===== src/rtl/regfile_mp_pkg.sv =====
// Shared constants for the multi-port register file and the core pipeline.
package regfile_mp_pkg;

  localparam int unsigned DefaultDw = 32;
  localparam int unsigned DefaultAw = 5;
  localparam int unsigned ZeroAddr  = 0;

endpackage


===== src/rtl/regfile_mp_rd_port.sv =====
// One registered read port: bypass mux, register-0 force and enable-hold output stage.
module regfile_mp_rd_port
  import regfile_mp_pkg::*;
#(
  parameter int unsigned DW       = DefaultDw,
  parameter int unsigned AW       = DefaultAw,
  parameter int unsigned ZERO_REG = 1,
  parameter int unsigned BYPASS   = 1
) (
  input  logic          clk,
  input  logic          rst,
  input  logic          rd_en,
  input  logic [AW-1:0] rd_addr,
  input  logic [DW-1:0] mem_data,
  input  logic          busy_next,
  input  logic          wa_en,
  input  logic [AW-1:0] wa_addr,
  input  logic [DW-1:0] wa_din,
  input  logic          wb_en,
  input  logic [AW-1:0] wb_addr,
  input  logic [DW-1:0] wb_din,
  output logic [DW-1:0] rd_dout,
  output logic          rd_busy
);

  logic [DW-1:0] rdata;
  logic [DW-1:0] dout_d, dout_q;
  logic          busy_d, busy_q;

  // Select stored or forwarded data (B beats A), then hold when the port is idle.
  always_comb begin
    rdata = mem_data;
    if (BYPASS != 0) begin
      if (wa_en && (wa_addr == rd_addr)) rdata = wa_din;
      if (wb_en && (wb_addr == rd_addr)) rdata = wb_din;
    end
    if ((ZERO_REG != 0) && (rd_addr == AW'(ZeroAddr))) rdata = '0;
    dout_d = rd_en ? rdata : dout_q;
    busy_d = rd_en ? busy_next : busy_q;
  end

  // Output register with synchronous reset.
  always_ff @(posedge clk) begin
    if (rst) begin
      dout_q <= '0;
      busy_q <= 1'b0;
    end else begin
      dout_q <= dout_d;
      busy_q <= busy_d;
    end
  end

  assign rd_dout = dout_q;
  assign rd_busy = busy_q;

endmodule


===== src/rtl/regfile_mp.sv =====
// Multi-port register file: storage, two prioritised write lanes, busy scoreboard.
module regfile_mp
  import regfile_mp_pkg::*;
#(
  parameter int unsigned DW       = DefaultDw,
  parameter int unsigned AW       = DefaultAw,
  parameter int unsigned NRD      = 2,
  parameter int unsigned ZERO_REG = 1,
  parameter int unsigned BYPASS   = 1
) (
  input  logic              clk,
  input  logic              rst,
  input  logic [NRD-1:0]    rd_en,
  input  logic [NRD*AW-1:0] rd_addr,
  output logic [NRD*DW-1:0] rd_dout,
  output logic [NRD-1:0]    rd_busy,
  input  logic              wa_wr,
  input  logic [AW-1:0]     wa_addr,
  input  logic [DW-1:0]     wa_din,
  input  logic              wb_wr,
  input  logic [AW-1:0]     wb_addr,
  input  logic [DW-1:0]     wb_din,
  input  logic              rsv_en,
  input  logic [AW-1:0]     rsv_addr
);

  localparam int unsigned Depth = 2 ** AW;

  logic [DW-1:0]    mem_d [Depth];
  logic [DW-1:0]    mem_q [Depth];
  logic [Depth-1:0] busy_d, busy_q;
  logic             wa_en, wb_en, rsv_ok;

  // Writes and reserves aimed at the hardwired zero register are dropped here.
  always_comb begin
    wa_en  = wa_wr  && !((ZERO_REG != 0) && (wa_addr  == AW'(ZeroAddr)));
    wb_en  = wb_wr  && !((ZERO_REG != 0) && (wb_addr  == AW'(ZeroAddr)));
    rsv_ok = rsv_en && !((ZERO_REG != 0) && (rsv_addr == AW'(ZeroAddr)));
  end

  // Next state: A then B so B wins a collision; reserve applied last so it wins over a clear.
  always_comb begin
    mem_d  = mem_q;
    busy_d = busy_q;
    if (wa_en) begin
      mem_d[wa_addr]  = wa_din;
      busy_d[wa_addr] = 1'b0;
    end
    if (wb_en) begin
      mem_d[wb_addr]  = wb_din;
      busy_d[wb_addr] = 1'b0;
    end
    if (rsv_ok) busy_d[rsv_addr] = 1'b1;
  end

  // Storage and busy vector with synchronous reset.
  always_ff @(posedge clk) begin
    if (rst) begin
      for (int i = 0; i < Depth; i++) mem_q[i] <= '0;
      busy_q <= '0;
    end else begin
      mem_q  <= mem_d;
      busy_q <= busy_d;
    end
  end

  for (genvar p = 0; p < NRD; p++) begin : g_rd
    logic [AW-1:0] addr;
    assign addr = rd_addr[p*AW +: AW];

    regfile_mp_rd_port #(
      .DW      (DW),
      .AW      (AW),
      .ZERO_REG(ZERO_REG),
      .BYPASS  (BYPASS)
    ) u_port (
      .clk      (clk),
      .rst      (rst),
      .rd_en    (rd_en[p]),
      .rd_addr  (addr),
      .mem_data (mem_q[addr]),
      .busy_next(busy_d[addr]),
      .wa_en    (wa_en),
      .wa_addr  (wa_addr),
      .wa_din   (wa_din),
      .wb_en    (wb_en),
      .wb_addr  (wb_addr),
      .wb_din   (wb_din),
      .rd_dout  (rd_dout[p*DW +: DW]),
      .rd_busy  (rd_busy[p])
    );
  end

endmodule

===== config.mk =====
export PLATFORM = sky130hd
export DESIGN_NAME = regfile_mp
export DESIGN_NICKNAME = d
export VERILOG_FILES = /design/src/rtl/regfile_mp_pkg.sv /design/src/rtl/regfile_mp_rd_port.sv /design/src/rtl/regfile_mp.sv
export SDC_FILE = /design/constraint.sdc
export NUM_CORES = 2
export LEC_CHECK = 0
export CAP_MARGIN = 15
export CELL_PAD_IN_SITES_DETAIL_PLACEMENT = 1
export CELL_PAD_IN_SITES_GLOBAL_PLACEMENT = 1
export CORE_ASPECT_RATIO = 1.75
export CORE_UTILIZATION = 55
export CTS_CLUSTER_DIAMETER = 100
export CTS_CLUSTER_SIZE = 20
export DETAILED_ROUTE_END_ITERATION = 8
export DONT_BUFFER_PORTS = 1
export PLACE_DENSITY = 0.95
export SLEW_MARGIN = 0
export SYNTH_ARGS = -nofsm -noshare
export SYNTH_HDL_FRONTEND = slang
export SYNTH_SLANG_ARGS = --single-unit

===== constraint.sdc =====
create_clock -name clk -period 4.7 [get_ports clk]
set_clock_uncertainty 0.1 [all_clocks]
set_input_delay 0.235 -clock clk [delete_from_list [all_inputs] [get_ports clk]]
set_output_delay 0.235 -clock clk [all_outputs]
set_load 0.005 [all_outputs]

==> results of run 1 <==
==> cell families after synthesis <==
| family | share of synthesized area |
|---|---|
| compound gates | 0.148 |
| buf+inv | 0.0580 |
| mux | 0.332 |
| xor+xnor | 0.00265 |
| flops | 0.340 |
| simple gates | 0.120 |
==> cells in the mapped netlist, types with 4 or more instances <==
cell type / n / area, sq um
dfxtp_1: 1122 / 22500
buf_1: 161 / 604
a32oi_1: 16 / 140
and2_1: 6 / 37.5
a211oi_1: 698 / 5240
nor3_1: 4 / 20.0
o21ai_1: 12 / 60.1
mux2i_1: 738 / 7390
nand2_1: 422 / 1580
buf_4: 5 / 37.5
a21oi_1: 94 / 470
a22oi_1: 65 / 488
and3_1: 5 / 31.3
inv_1: 5 / 18.8
o21ai_0: 88 / 440
nand4_1: 7 / 43.8
buf_2: 119 / 596
and4b_1: 9 / 90.1
nand3_1: 277 / 1390
xor2_1: 10 / 87.6
a311oi_1: 303 / 2650
nor2_1: 1086 / 4080
nor2b_1: 44 / 275
clkbuf_1: 684 / 2570
a31oi_1: 15 / 93.8
nand2b_1: 5 / 31.3
mux4_2: 646 / 14500
xnor2_1: 10 / 87.6
nor4bb_1: 6 / 60.1
==> stage by stage <==
step | cells | instance area [sq um]
after detailed placement | 7363 | 65400
after CTS | 8256 | 76000
after floorplan | 6720 | 66100
after global placement | 7363 | 65400
==> layer usage <==
| layer | overflow | GRT usage |
|---|---|---|
| met1 | 3 | 0.810 |
| met5 | 0 | 0.586 |
| met2 | 5 | 0.931 |
| met3 | 12 | 0.742 |
| met4 | 8 | 0.827 |
==> what timing repair did <==
item                                    4_1_cts
endpoints found under the hold margin      1112
endpoints found under the setup margin        0
hold buffers                                819
==> flow_metrics.tcl, run 1 <==
set metrics [dict create \
    initial_utilization 0.557 \
    synthArstFlopShare 0 \
    synth_area_sq_um 66100 \
    ys_seq_area_frac 0.340 \
    synth_nets 6816 \
    fp.dieH_um 461 \
    dp_worst_setup_slack_ns 1.23 \
    synth.avg_cell_area_sq_um 9.84 \
    synth_cells 6720 \
    status "did not finish" \
    cts_setup_buffers 0 \
    yosysUniqueCellTypes 62 \
    clockBufferDepth 3 \
    ctsResizeCount 0 \
    clockRootBuffer "clkbuf_16" \
    gp_congestion 0.990 \
    numClockSinks 1122 \
    grt_usage 0.826 \
    yosysWarningCount 0 \
    synth_enable_flop_cells 0 \
    stop_error "[ERROR GRT-0232] Routing congestion too high. Check the congestion heatmap in the GUI." \
    ys_seq_elements 1122 \
    ios 162 \
    cts_max_level 3 \
    hpwl_um 162000 \
    die_w_um 264 \
    numCtsBuffers 66 \
    port_buffers 0 \
    num_rows 167 \
    lastStage "global routing" \
    grt_max_degree 556 \
    overflow 28 \
    synth_top_flop_cell "dfxtp_1" \
]
==> run 2: changes to the inputs <==
==> config.mk (replaced) <==
export PLATFORM = sky130hd
export DESIGN_NAME = regfile_mp
export DESIGN_NICKNAME = d
export VERILOG_FILES = /design/src/rtl/regfile_mp_pkg.sv /design/src/rtl/regfile_mp_rd_port.sv /design/src/rtl/regfile_mp.sv
export SDC_FILE = /design/constraint.sdc
export NUM_CORES = 2
export LEC_CHECK = 0
export CAP_MARGIN = 15
export CORE_UTILIZATION = 40
export DETAILED_ROUTE_END_ITERATION = 8
export DONT_BUFFER_PORTS = 1
export PLACE_DENSITY_LB_ADDON = 0.15
export SLEW_MARGIN = 0
export SYNTH_ARGS = -nofsm -noshare
export SYNTH_HDL_FRONTEND = slang
export SYNTH_SLANG_ARGS = --single-unit
==> run 2 against run 1 <==
The flow now finishes, with violations (slew limit, setup timing). Synthesized cell count stayed put. Area after synthesis did not move.
==> flow_metrics.tcl, run 2 <==
set metrics [dict create \
    status "finished with violations" \
    violations "slew limit, setup timing" \
    peakVddDrop_mv 0.347 \
    maxSlewHeadroom -1.79 \
    largest-register "mem_q" \
    ios 162 \
    startpoint_type "input port" \
    numClockSinks 1122 \
    final.setup.worst_slack_ns -1.82 \
    dp.cells 8019 \
    worstSetupPathType "input port to flip-flop" \
    rsz0062_at_grt "false" \
    die_w_um 409 \
    num_rows 148 \
    synth_enable_flop_cells 0 \
    hpwl_um 143000 \
    required_ns 5.33 \
    synthXorXnorAreaFrac 0.00265 \
    yosys.area.top_type "dfxtp_1" \
    post-route-util 0.505 \
    drt.antenna.violating_nets 0 \
    viasPerCell 6.65 \
    grt_max_degree 805 \
    cp_max_fo 804 \
    reg2reg_depth 8 \
    grt_usage 0.351 \
    dpl_cell_area_sq_um 66300 \
    synth_nets 6816 \
    clkLatencyLatePin_ns 0.80 \
    power.leakage_nw 35.2 \
    ys_seq_elements 1122 \
    synthAdderAreaFrac 0 \
    synth_common_cells "dfxtp_1, nor2_1, mux2i_1, a211oi_1, clkbuf_1" \
    numCtsBuffers 136 \
    clk_pin_slew_ns 0.06 \
    cts_max_level 4 \
    initial_utilization 0.405 \
    hp-class "input port to flip-flop" \
    cts_setup_buffers 0 \
    synthSimpleGateAreaFrac 0.120 \
    mostFrequentLayoutCells "dfxtp_1, nor2_1, dlygate4sd3_1" \
    grt_pass1_vias 60600 \
    holdPathStages 3 \
    synth_area_sq_um 66100 \
    cap_violations 0 \
    dr.pass1.iters 6 \
    maxSlewViolCount 689 \
    setup_violations 65 \
    drt-total-wl_um 300000 \
    synthArstFlopShare 0 \
    worstPathArrival_ns 7.15 \
    r2r_slack_ns 1.39 \
    area.growth.synth_to_final_pct 24.8 \
    synth_compound_gate_area_share 0.148 \
    yosysWarningCount 0 \
    synth_top_family_by_area "multiplexers" \
    port_buffers 0 \
    largest_reg_flops 1024 \
    fp.dieH_um 409 \
    power_density_nw_per_um2 278 \
    final_common_cell "dfxtp_1" \
    routedWlPerCell_um 32.0 \
    cp-end-kind "flip-flop" \
    grt_first_pass_wirelength_um 433000 \
    synth.top_cell.area_share 0.340 \
    clockBufferDepth 3 \
    cts_tree "yes" \
    overflow 0 \
    synthTopCellsByArea "dfxtp_1, mux4_2, mux2i_1" \
    synth_cells 6720 \
    die_area_sq_um 167000 \
    nFillCells 14700 \
    core_area_sq_um 163000 \
    drtIter0Drc 8227 \
    drive_above_1_share 0.153 \
    dp_worst_setup_slack_ns 1.52 \
    gp_congestion 0.892 \
    muxShareOfSynthArea 0.332 \
    stdcell_count 9370 \
    remaining_drc_errors 0 \
    fmax_ghz 0.153 \
    post-route-period-util 1.39 \
    num-nets-final 7184 \
    vias 62300 \
    antenna_found_initial 14 \
    clockRootBuffer "clkbuf_16" \
    ys_seq_area_frac 0.340 \
    synth_top_flop_cell "dfxtp_1" \
    synth.avg_cell_area_sq_um 9.84 \
    period_minus_slack_ns 6.52 \
    finalHoldViolations 0 \
    final_area_sq_um 82500 \
    yosysUniqueCellTypes 62 \
    total_power_mw 22.9 \
    tightest_slew_ns 4.19 \
    synth.most_common_cell "dfxtp_1" \
]
[run 2: cell counts after synthesis]
No cell type changed its count.
[run 2: report_power, final]
group          leakage [nW]  internal (mW)  switching (mW)
clock                  2.21           6.35            4.56
combinational          23.9           1.02            1.14
sequential             9.07           9.69           0.141
[run 2: worst paths after layout]
path,endpoint,start
min,g_rd[1].u_port.rd_dout[2]$_SDFFE_PP0P_,wa_din[2]
max reg2reg,g_rd[1].u_port.rd_dout[16]$_SDFFE_PP0P_,mem_q[784]$_SDFF_PP0_
max,g_rd[1].u_port.rd_dout[9]$_SDFFE_PP0P_,rst
min reg2reg,mem_q[1006]$_SDFF_PP0_,mem_q[1006]$_SDFF_PP0_
[run 2: what timing repair did]
item,in CTS,in global routing
setup endpoints to repair,0,0
hold buffers,1105,0
gates resized for setup,0,0
hold endpoints to repair,1122,0
[run 2: kinds of logic after synthesis]
group                  after synthesis
AO/OA/AOI/OAI                     1315
flip-flops                        1122
AND/OR/NAND/NOR                   1902
XOR/XNOR                            20
buffers and inverters              977
multiplexers                      1384
[run 2: final cells by class]
| type | count | area (sq um) | area share |
|---|---|---|---|
| diodes | 8 | 20.0 | 0.000243 |
| flip-flops and latches | 1122 | 22500 | 0.272 |
| well taps | 2175 | 2720 | 0.0330 |
| repair buffers | 1199 | 12400 | 0.151 |
| clock inverters | 35 | 415 | 0.00503 |
| multi-input cells | 4621 | 40400 | 0.489 |
| clock buffers | 202 | 4060 | 0.0492 |
| inverters | 8 | 33.8 | 0.000409 |
[run 2: metal layers]
metal / track usage / routed length [um]
met1: 0.480 / 121000
met5: 0 / 129
met4: 0.153 / 14100
met3: 0.0974 / 35800
met2: 0.516 / 129000
[run 2: critical path: stages]
cell and delay, ns:
buf_16 1.37, nor2b_1 0.51, o31ai_1 0.20, nor2_4 0.97, buf_4 0.51, a22oi_1 0.11, dlygate4sd3_1 0.58, o21ai_0 0.07
dlygate4sd3_1 0.57
[run 2: stage by stage]
stage | hold slack (ns) | setup TNS [ns]
4_1_cts | 0.000739 | 0
3_3_place_gp | 0.273 | 0
3_5_place_dp | 0.281 | 0
2_1_floorplan | 0.332 | 0
6_report | 0.0526 | -70.38
5_1_grt | 0.0472 | 0
Power figures use the tool's default switching activity.
